## config.mk

```make
export PLATFORM = sky130hd
export DESIGN_NAME = ifu_fetch_flat
export DESIGN_NICKNAME = d
export VERILOG_FILES = /design/src/rtl/ifu_fetch_if.sv /design/src/rtl/ifu_fetch.sv /design/src/flat_wrapper.sv
export SDC_FILE = /design/constraint.sdc
export NUM_CORES = 1
export LEC_CHECK = 0
export CAP_MARGIN = 20
export CORE_ASPECT_RATIO = 1.1
export CORE_UTILIZATION = 49
export CTS_CLUSTER_SIZE = 24
export DETAILED_ROUTE_END_ITERATION = 7
export GPL_TIMING_DRIVEN = 1
export MAX_ROUTING_LAYER = met4
export PLACE_DENSITY = 0.77
export SKIP_LAST_GASP = 1
export SLEW_MARGIN = 20
export SYNTH_ARGS = -nofsm -noshare
export SYNTH_HDL_FRONTEND = slang
export SYNTH_SLANG_ARGS = --single-unit
```

## constraint.sdc

```tcl
create_clock -name clk -period 2.6 [get_ports clk]
set_clock_uncertainty 0.1 [all_clocks]
set_input_delay 0.65 -clock clk [delete_from_list [all_inputs] [get_ports clk]]
set_output_delay 0.65 -clock clk [all_outputs]
set_load 0.01 [all_outputs]
```

## src/rtl/ifu_fetch_if.sv

```systemverilog
// Instruction-fetch bus bundle: the memory req/gnt/rvalid port plus the IF/ID
// output towards decode. The master side is the fetch unit; the slave side is
// the memory/decode environment.
interface ifu_fetch_if;
  logic        inst_req_o_ifu;
  logic [31:0] inst_addr_o_ifu;
  logic        inst_gnt_i_ifu;
  logic        inst_rvalid_i_ifu;
  logic [31:0] inst_rdata_i_ifu;
  logic [31:0] inst_o_ifu_id;
  logic [31:0] inst_addr_o_ifu_id;
  logic        inst_valid_o_ifu_id;

  modport master (
    output inst_req_o_ifu, inst_addr_o_ifu,
    input  inst_gnt_i_ifu, inst_rvalid_i_ifu, inst_rdata_i_ifu,
    output inst_o_ifu_id, inst_addr_o_ifu_id, inst_valid_o_ifu_id
  );

  modport slave (
    input  inst_req_o_ifu, inst_addr_o_ifu,
    output inst_gnt_i_ifu, inst_rvalid_i_ifu, inst_rdata_i_ifu,
    input  inst_o_ifu_id, inst_addr_o_ifu_id, inst_valid_o_ifu_id
  );
endinterface

```

## src/rtl/ifu_fetch.sv

```systemverilog
// Instruction fetch unit: owns the PC, issues single-outstanding word fetches,
// and feeds decode through an IF/ID register with jump-flush and hold-stall.
// A one-entry skid buffer catches a response that lands while decode is held.
// Optional performance counters are built only when IFU_PERF_CNT_EN is defined;
// otherwise fetch_cnt_o_ifu/flush_cnt_o_ifu read constant zero.
//
// state  | meaning
// S_REQ  | idle/requesting: req asserted unless jump, hold or buffer full
// S_WAIT | request accepted, waiting for rvalid
// S_KILL | outstanding response squashed by a jump, drop it on arrival
module ifu_fetch #(
  parameter logic [31:0] RESET_PC = 32'h0000_0000,
  parameter logic [31:0] NOP_INST = 32'h0000_0013
) (
  input  logic             clk,
  input  logic             rst_n,
  input  logic [31:0]      jump_to_addr_i_ctrl_ifu,
  input  logic             jump_en_i_ctrl_ifu,
  input  logic             hold_flag_i_ctrl_ifu,
  ifu_fetch_if.master      bus,
  output logic [31:0]      fetch_cnt_o_ifu,
  output logic [31:0]      flush_cnt_o_ifu
);

  typedef enum logic [1:0] {S_REQ, S_WAIT, S_KILL} state_t;

  state_t      state;
  logic [31:0] pc;
  logic [31:0] rsp_addr;
  logic [31:0] id_inst;
  logic [31:0] id_addr;
  logic        id_valid;
  logic [31:0] buf_inst;
  logic [31:0] buf_addr;
  logic        buf_valid;
  logic        rsp_take;

  assign rsp_take = (state == S_WAIT) && bus.inst_rvalid_i_ifu;

  assign bus.inst_req_o_ifu      = (state == S_REQ) && !jump_en_i_ctrl_ifu &&
                                   !hold_flag_i_ctrl_ifu && !buf_valid;
  assign bus.inst_addr_o_ifu     = pc;
  assign bus.inst_o_ifu_id       = id_inst;
  assign bus.inst_addr_o_ifu_id  = id_addr;
  assign bus.inst_valid_o_ifu_id = id_valid;

  // Fetch FSM, PC, skid buffer and IF/ID register; a jump overrides everything.
  always_ff @(posedge clk or negedge rst_n) begin
    if (!rst_n) begin
      state     <= S_REQ;
      pc        <= RESET_PC;
      rsp_addr  <= 32'h0;
      id_inst   <= NOP_INST;
      id_addr   <= 32'h0;
      id_valid  <= 1'b0;
      buf_inst  <= 32'h0;
      buf_addr  <= 32'h0;
      buf_valid <= 1'b0;
    end else if (jump_en_i_ctrl_ifu) begin
      pc        <= jump_to_addr_i_ctrl_ifu & ~32'h3;
      id_inst   <= NOP_INST;
      id_valid  <= 1'b0;
      buf_valid <= 1'b0;
      case (state)
        S_WAIT, S_KILL: state <= bus.inst_rvalid_i_ifu ? S_REQ : S_KILL;
        default:        state <= S_REQ;
      endcase
    end else begin
      case (state)
        S_REQ: begin
          if (bus.inst_req_o_ifu && bus.inst_gnt_i_ifu) begin
            rsp_addr <= pc;
            pc       <= pc + 32'd4;
            state    <= S_WAIT;
          end
        end
        S_WAIT:  if (bus.inst_rvalid_i_ifu) state <= S_REQ;
        S_KILL:  if (bus.inst_rvalid_i_ifu) state <= S_REQ;
        default: state <= S_REQ;
      endcase

      if (!hold_flag_i_ctrl_ifu) begin
        if (buf_valid) begin
          id_inst   <= buf_inst;
          id_addr   <= buf_addr;
          id_valid  <= 1'b1;
          buf_valid <= 1'b0;
        end else if (rsp_take) begin
          id_inst  <= bus.inst_rdata_i_ifu;
          id_addr  <= rsp_addr;
          id_valid <= 1'b1;
        end else begin
          id_inst  <= NOP_INST;
          id_valid <= 1'b0;
        end
      end else if (rsp_take) begin
        buf_inst  <= bus.inst_rdata_i_ifu;
        buf_addr  <= rsp_addr;
        buf_valid <= 1'b1;
      end
    end
  end

`ifdef IFU_PERF_CNT_EN
  logic fetch_load;
  assign fetch_load = !jump_en_i_ctrl_ifu && !hold_flag_i_ctrl_ifu &&
                      (buf_valid || rsp_take);

  // Count instructions handed to decode and cycles spent redirecting.
  always_ff @(posedge clk or negedge rst_n) begin
    if (!rst_n) begin
      fetch_cnt_o_ifu <= 32'h0;
      flush_cnt_o_ifu <= 32'h0;
    end else begin
      if (fetch_load)         fetch_cnt_o_ifu <= fetch_cnt_o_ifu + 32'd1;
      if (jump_en_i_ctrl_ifu) flush_cnt_o_ifu <= flush_cnt_o_ifu + 32'd1;
    end
  end
`else
  assign fetch_cnt_o_ifu = 32'h0;
  assign flush_cnt_o_ifu = 32'h0;
`endif

endmodule

```

## src/flat_wrapper.sv

```systemverilog
// flat-port wrapper written by rule: the top's interface ports become plain ports
module ifu_fetch_flat 
#(
  parameter logic [31:0] RESET_PC = 32'h0000_0000,
  parameter logic [31:0] NOP_INST = 32'h0000_0013
)
  (clk, rst_n, jump_to_addr_i_ctrl_ifu, jump_en_i_ctrl_ifu, hold_flag_i_ctrl_ifu, fetch_cnt_o_ifu, flush_cnt_o_ifu, bus_inst_req_o_ifu, bus_inst_addr_o_ifu, bus_inst_gnt_i_ifu, bus_inst_rvalid_i_ifu, bus_inst_rdata_i_ifu, bus_inst_o_ifu_id, bus_inst_addr_o_ifu_id, bus_inst_valid_o_ifu_id);
  ifu_fetch_if bus_i ();
  input  logic clk;
  input  logic rst_n;
  input  logic [31:0] jump_to_addr_i_ctrl_ifu;
  input  logic jump_en_i_ctrl_ifu;
  input  logic hold_flag_i_ctrl_ifu;
  output logic [31:0] fetch_cnt_o_ifu;
  output logic [31:0] flush_cnt_o_ifu;
  output wire logic [$bits(bus_i.inst_req_o_ifu)-1:0] bus_inst_req_o_ifu;
  output wire logic [$bits(bus_i.inst_addr_o_ifu)-1:0] bus_inst_addr_o_ifu;
  input wire logic [$bits(bus_i.inst_gnt_i_ifu)-1:0] bus_inst_gnt_i_ifu;
  input wire logic [$bits(bus_i.inst_rvalid_i_ifu)-1:0] bus_inst_rvalid_i_ifu;
  input wire logic [$bits(bus_i.inst_rdata_i_ifu)-1:0] bus_inst_rdata_i_ifu;
  output wire logic [$bits(bus_i.inst_o_ifu_id)-1:0] bus_inst_o_ifu_id;
  output wire logic [$bits(bus_i.inst_addr_o_ifu_id)-1:0] bus_inst_addr_o_ifu_id;
  output wire logic [$bits(bus_i.inst_valid_o_ifu_id)-1:0] bus_inst_valid_o_ifu_id;
  assign bus_inst_req_o_ifu = bus_i.inst_req_o_ifu;
  assign bus_inst_addr_o_ifu = bus_i.inst_addr_o_ifu;
  assign bus_i.inst_gnt_i_ifu = bus_inst_gnt_i_ifu;
  assign bus_i.inst_rvalid_i_ifu = bus_inst_rvalid_i_ifu;
  assign bus_i.inst_rdata_i_ifu = bus_inst_rdata_i_ifu;
  assign bus_inst_o_ifu_id = bus_i.inst_o_ifu_id;
  assign bus_inst_addr_o_ifu_id = bus_i.inst_addr_o_ifu_id;
  assign bus_inst_valid_o_ifu_id = bus_i.inst_valid_o_ifu_id;
  ifu_fetch #(.RESET_PC(RESET_PC), .NOP_INST(NOP_INST)) u_core (.clk(clk), .rst_n(rst_n), .jump_to_addr_i_ctrl_ifu(jump_to_addr_i_ctrl_ifu), .jump_en_i_ctrl_ifu(jump_en_i_ctrl_ifu), .hold_flag_i_ctrl_ifu(hold_flag_i_ctrl_ifu), .bus(bus_i), .fetch_cnt_o_ifu(fetch_cnt_o_ifu), .flush_cnt_o_ifu(flush_cnt_o_ifu));
endmodule
```

==> flow_summary.toml <==
[synth]
netlist_area_um2 = 8780
syn_inst = 823
synth_compound_area_share_pct = 9.39
synthXorXnorAreaFrac_pct = 0.399
synth_top_family_by_area = "simple AND/OR/NAND/NOR gates"
synth-seq-area-share_pct = 53.6
yosys.area.top_type_share_pct = 52.7
ys.flop_type = "dfrtp_1"
yosysTopAreaCell = "dfrtp_1"
synth.area.mux_share_pct = 11.8
synth-seq-cells = 188
ys_types = 51
synth_area_per_cell_um2 = 10.7
synth.area.top_cells = "dfrtp_1 (53%), mux2_2 (8.0%), buf_4 (5.9%)"
synth-simple-area-share_pct = 15.9
yosysWarnings = 0
synth_adder_area_share_pct = 0.428
async_reset_ff_share_pct = 100
synth-edff-count = 0

[placement]
dp_hpwl_um = 13400
port_buffers = 161
routabilityCongestion = 0.854
pre_cts_slack_ns = -0.132
placedCellCount = 1192

[grt]
grt_pass1_vias = 6362
grt.overflow.total = 0
grt_use_met1_pct = 31.1
grt_util_met3_pct = 4.89
met2_usage_pct = 36.7
grtUsageTotal_pct = 23.5
grt-busiest-layer = "met2"
grt_antenna_before_repair = 0
grt_max_degree = 69
grt_pass1_wl_um = 32600

[critical_path]
critPathMaxFanout = 2
end_kind = "output pin"
worstPathRequired_ns = 1.85
startpoint_type = "flop"
rr_worst_depth = 8
path_class = "flop to output pin"
cp.arrival_ns = 1.77

[routing]
routed_wirelength_um = 20300
drt-initial-drc-count = 384
via_per_inst = 5.35
num_vias = 6556
wl_per_cell_um = 16.5
post-route-drc-count = 0
antenna_left = 0
dr.pass1.iters = 4

[timing]
post-route-period-util_pct = 96.9
timing.hold.ws_ns = 0.115
drv_slew = 0
min_period_ns = 2.52
fmax_ghz = 0.397
max-slew-margin-rel_pct = 35.6
rsz0062_at_grt = "false"
setup_viol = 0
worst_pin_slew_ns = 0.965
setup_ws_ns = 0.0795
finalHoldViolations = 0

[finish]
instances_no_fill = 1226
seq_area_um2 = 4710
nets = 1053
multi_input_area_um2 = 3610
diodes = 0
finish.utilization_pct = 64.0
nFillCells = 1407
drive_gt1_share_pct = 14.5
syn2layout_area_growth_pct = 26.0

[clocking]
cts_buffer_depth = 2
cts_tree = "done"
cts_made_buffers = 17
clock-sinks = 188
cts_root_buf = "clkbuf_16"
clkTransAtPathRegs_ns = 0.06
clk_latency_ns = 0.43
htree_levels = 4

[floorplan]
rows = 50
ios = 232
core_area_um2 = 17300
start_util_pct = 50.8
dieHeight_um = 142
die_width_um = 130
die_area_um2 = 18500

[power_and_ir_drop]
p_leak_nw = 4.96
power_per_cell_area_nw_per_um2 = 822
peakVddDrop_uv = 501

[status]
status = "complete, no violations"

[job]
max_cap_viol_count = 0

[hold_path]
worstHoldPathType = "input port to asynchronous set/reset pin"
cells by family after synthesis:
| kind of cell | count (synthesis) |
|---|---|
| and+or+nand+nor | 288 |
| DFF | 188 |
| buffers and inverters | 124 |
| AOI/OAI and AO/OA | 119 |
| muxes | 96 |
| xor gates and xnor gates | 4 |
| adders and majority gates | 3 |
| other | 1 |
state kept, by name (all words and copies together) (netlist names), 2 cells and up:
| signal | flops |
|---|---|
| u_core.bus.inst_addr_o_ifu | 30 |
| u_core.state | 2 |
| u_core.bus.inst_addr_o_ifu_id | 30 |
| u_core.buf_addr | 30 |
| u_core.rsp_addr | 30 |
| u_core.buf_inst | 32 |
| u_core.bus.inst_o_ifu_id | 32 |
critical path, stage by stage, from the launching register on:
cell and delay (ns):
dfrtp_1 0.38, inv_1 0.08, ha_2 0.18, or4b_4 0.51, inv_4 0.08, buf_2 0.12
through the flow:
stage                     area [µm²]  total power, W  setup TNS, ns
after global routing           11100         0.00959              0
after detailed placement       10500         0.00673         -0.736
final                          11100         0.00908              0
after CTS                      11100         0.00916              0
after floorplan                 9030         0.00560              0
after global placement         10500         0.00663         -0.490
path summary, 6_finish.rpt:
| kind | startpoint | to | slack (ns) |
|---|---|---|---|
| min in group clk | u_core.rsp_addr[20]$_DFFE_PN0P_ | u_core.rsp_addr[20]$_DFFE_PN0P_ | 0.40 |
| max reg2reg | u_core.state[0]$_DFFE_PN0P_ | u_core.bus.inst_addr_o_ifu[5]$_DFFE_PN0P_ | 0.17 |
| min reg2reg | u_core.rsp_addr[20]$_DFFE_PN0P_ | u_core.rsp_addr[20]$_DFFE_PN0P_ | 0.40 |
| max in group asynchronous | rst_n | u_core.bus.inst_o_ifu_id[4]$_DFFE_PN1N_ | 1.60 |
| min | rst_n | u_core.bus.inst_addr_o_ifu_id[27]$_DFFE_PN0P_ | 0.11 |
| max | u_core.state[0]$_DFFE_PN0P_ | bus_inst_req_o_ifu | 0.08 |
placed cells by master (no fill, tap or decap), drive strengths merged, types with 5 or more instances in the layout:
cell,count
buf,30
a221o,6
nor2,49
clkinv,5
clkdlybuf4s50,157
mux2,62
mux2i,34
nand4,10
nand2,120
conb,68
clkinvlp,6
a21oi,40
clkbuf,19
dfrtp,185
o311ai,6
nor2b,33
o211ai,8
nor3,38
a221oi,29
nand3,20
o21ai,13
inv,9
final cells by class:
| class | count | area share [%] |
|---|---|---|
| clock inverters | 13 | 0.860 |
| inverters | 7 | 0.260 |
| multi-input cells | 578 | 32.7 |
| well taps | 234 | 2.65 |
| repair buffers | 188 | 17.0 |
| flip-flops and latches | 188 | 42.6 |
| clock buffers | 18 | 3.97 |
where the power goes:
group | total (W) | leakage, nW | internal (W) | switching, W
Sequential | 0.00436 | 2.41 | 0.00379 | 0.000567
Combinational | 0.00234 | 2.30 | 0.00130 | 0.00105
Clock | 0.00238 | 0.247 | 0.00125 | 0.00113
what timing repair did:
item                       4_1_cts  5_1_grt
setup endpoints to repair        1        0
buffers inserted                 3        0
resized for setup                8        0
hold buffers                     0        0
per-layer routing:
metal  wire [µm]  up-vias
li1            -     3056
met1        8870     3248
met2        9830      235
met3        1330       17
met4         235        0
met5           0        -
synthesized netlist by cell type, types with 2 or more instances:
cell / number
dfrtp_1: 185
nand2_1: 120
buf_4: 69
mux2_2: 62
nor2_1: 48
a21oi_1: 40
nor3_1: 36
clkbuf_1: 35
mux2i_1: 34
nor2b_1: 33
a221oi_1: 29
nand3_1: 19
nand4_1: 9
o211ai_1: 8
o21ai_1: 8
buf_2: 7
inv_1: 7
a221o_1: 6
buf_1: 6
o311ai_1: 6
o21ai_0: 5
a21o_1: 4
and3_1: 4
and4_1: 4
xor2_1: 4
dfstp_2: 3
ha_1: 3
a22oi_1: 2
a31o_1: 2
nor4_4: 2
o22ai_1: 2
or3_1: 2
(Power assumes the default switching activity.)
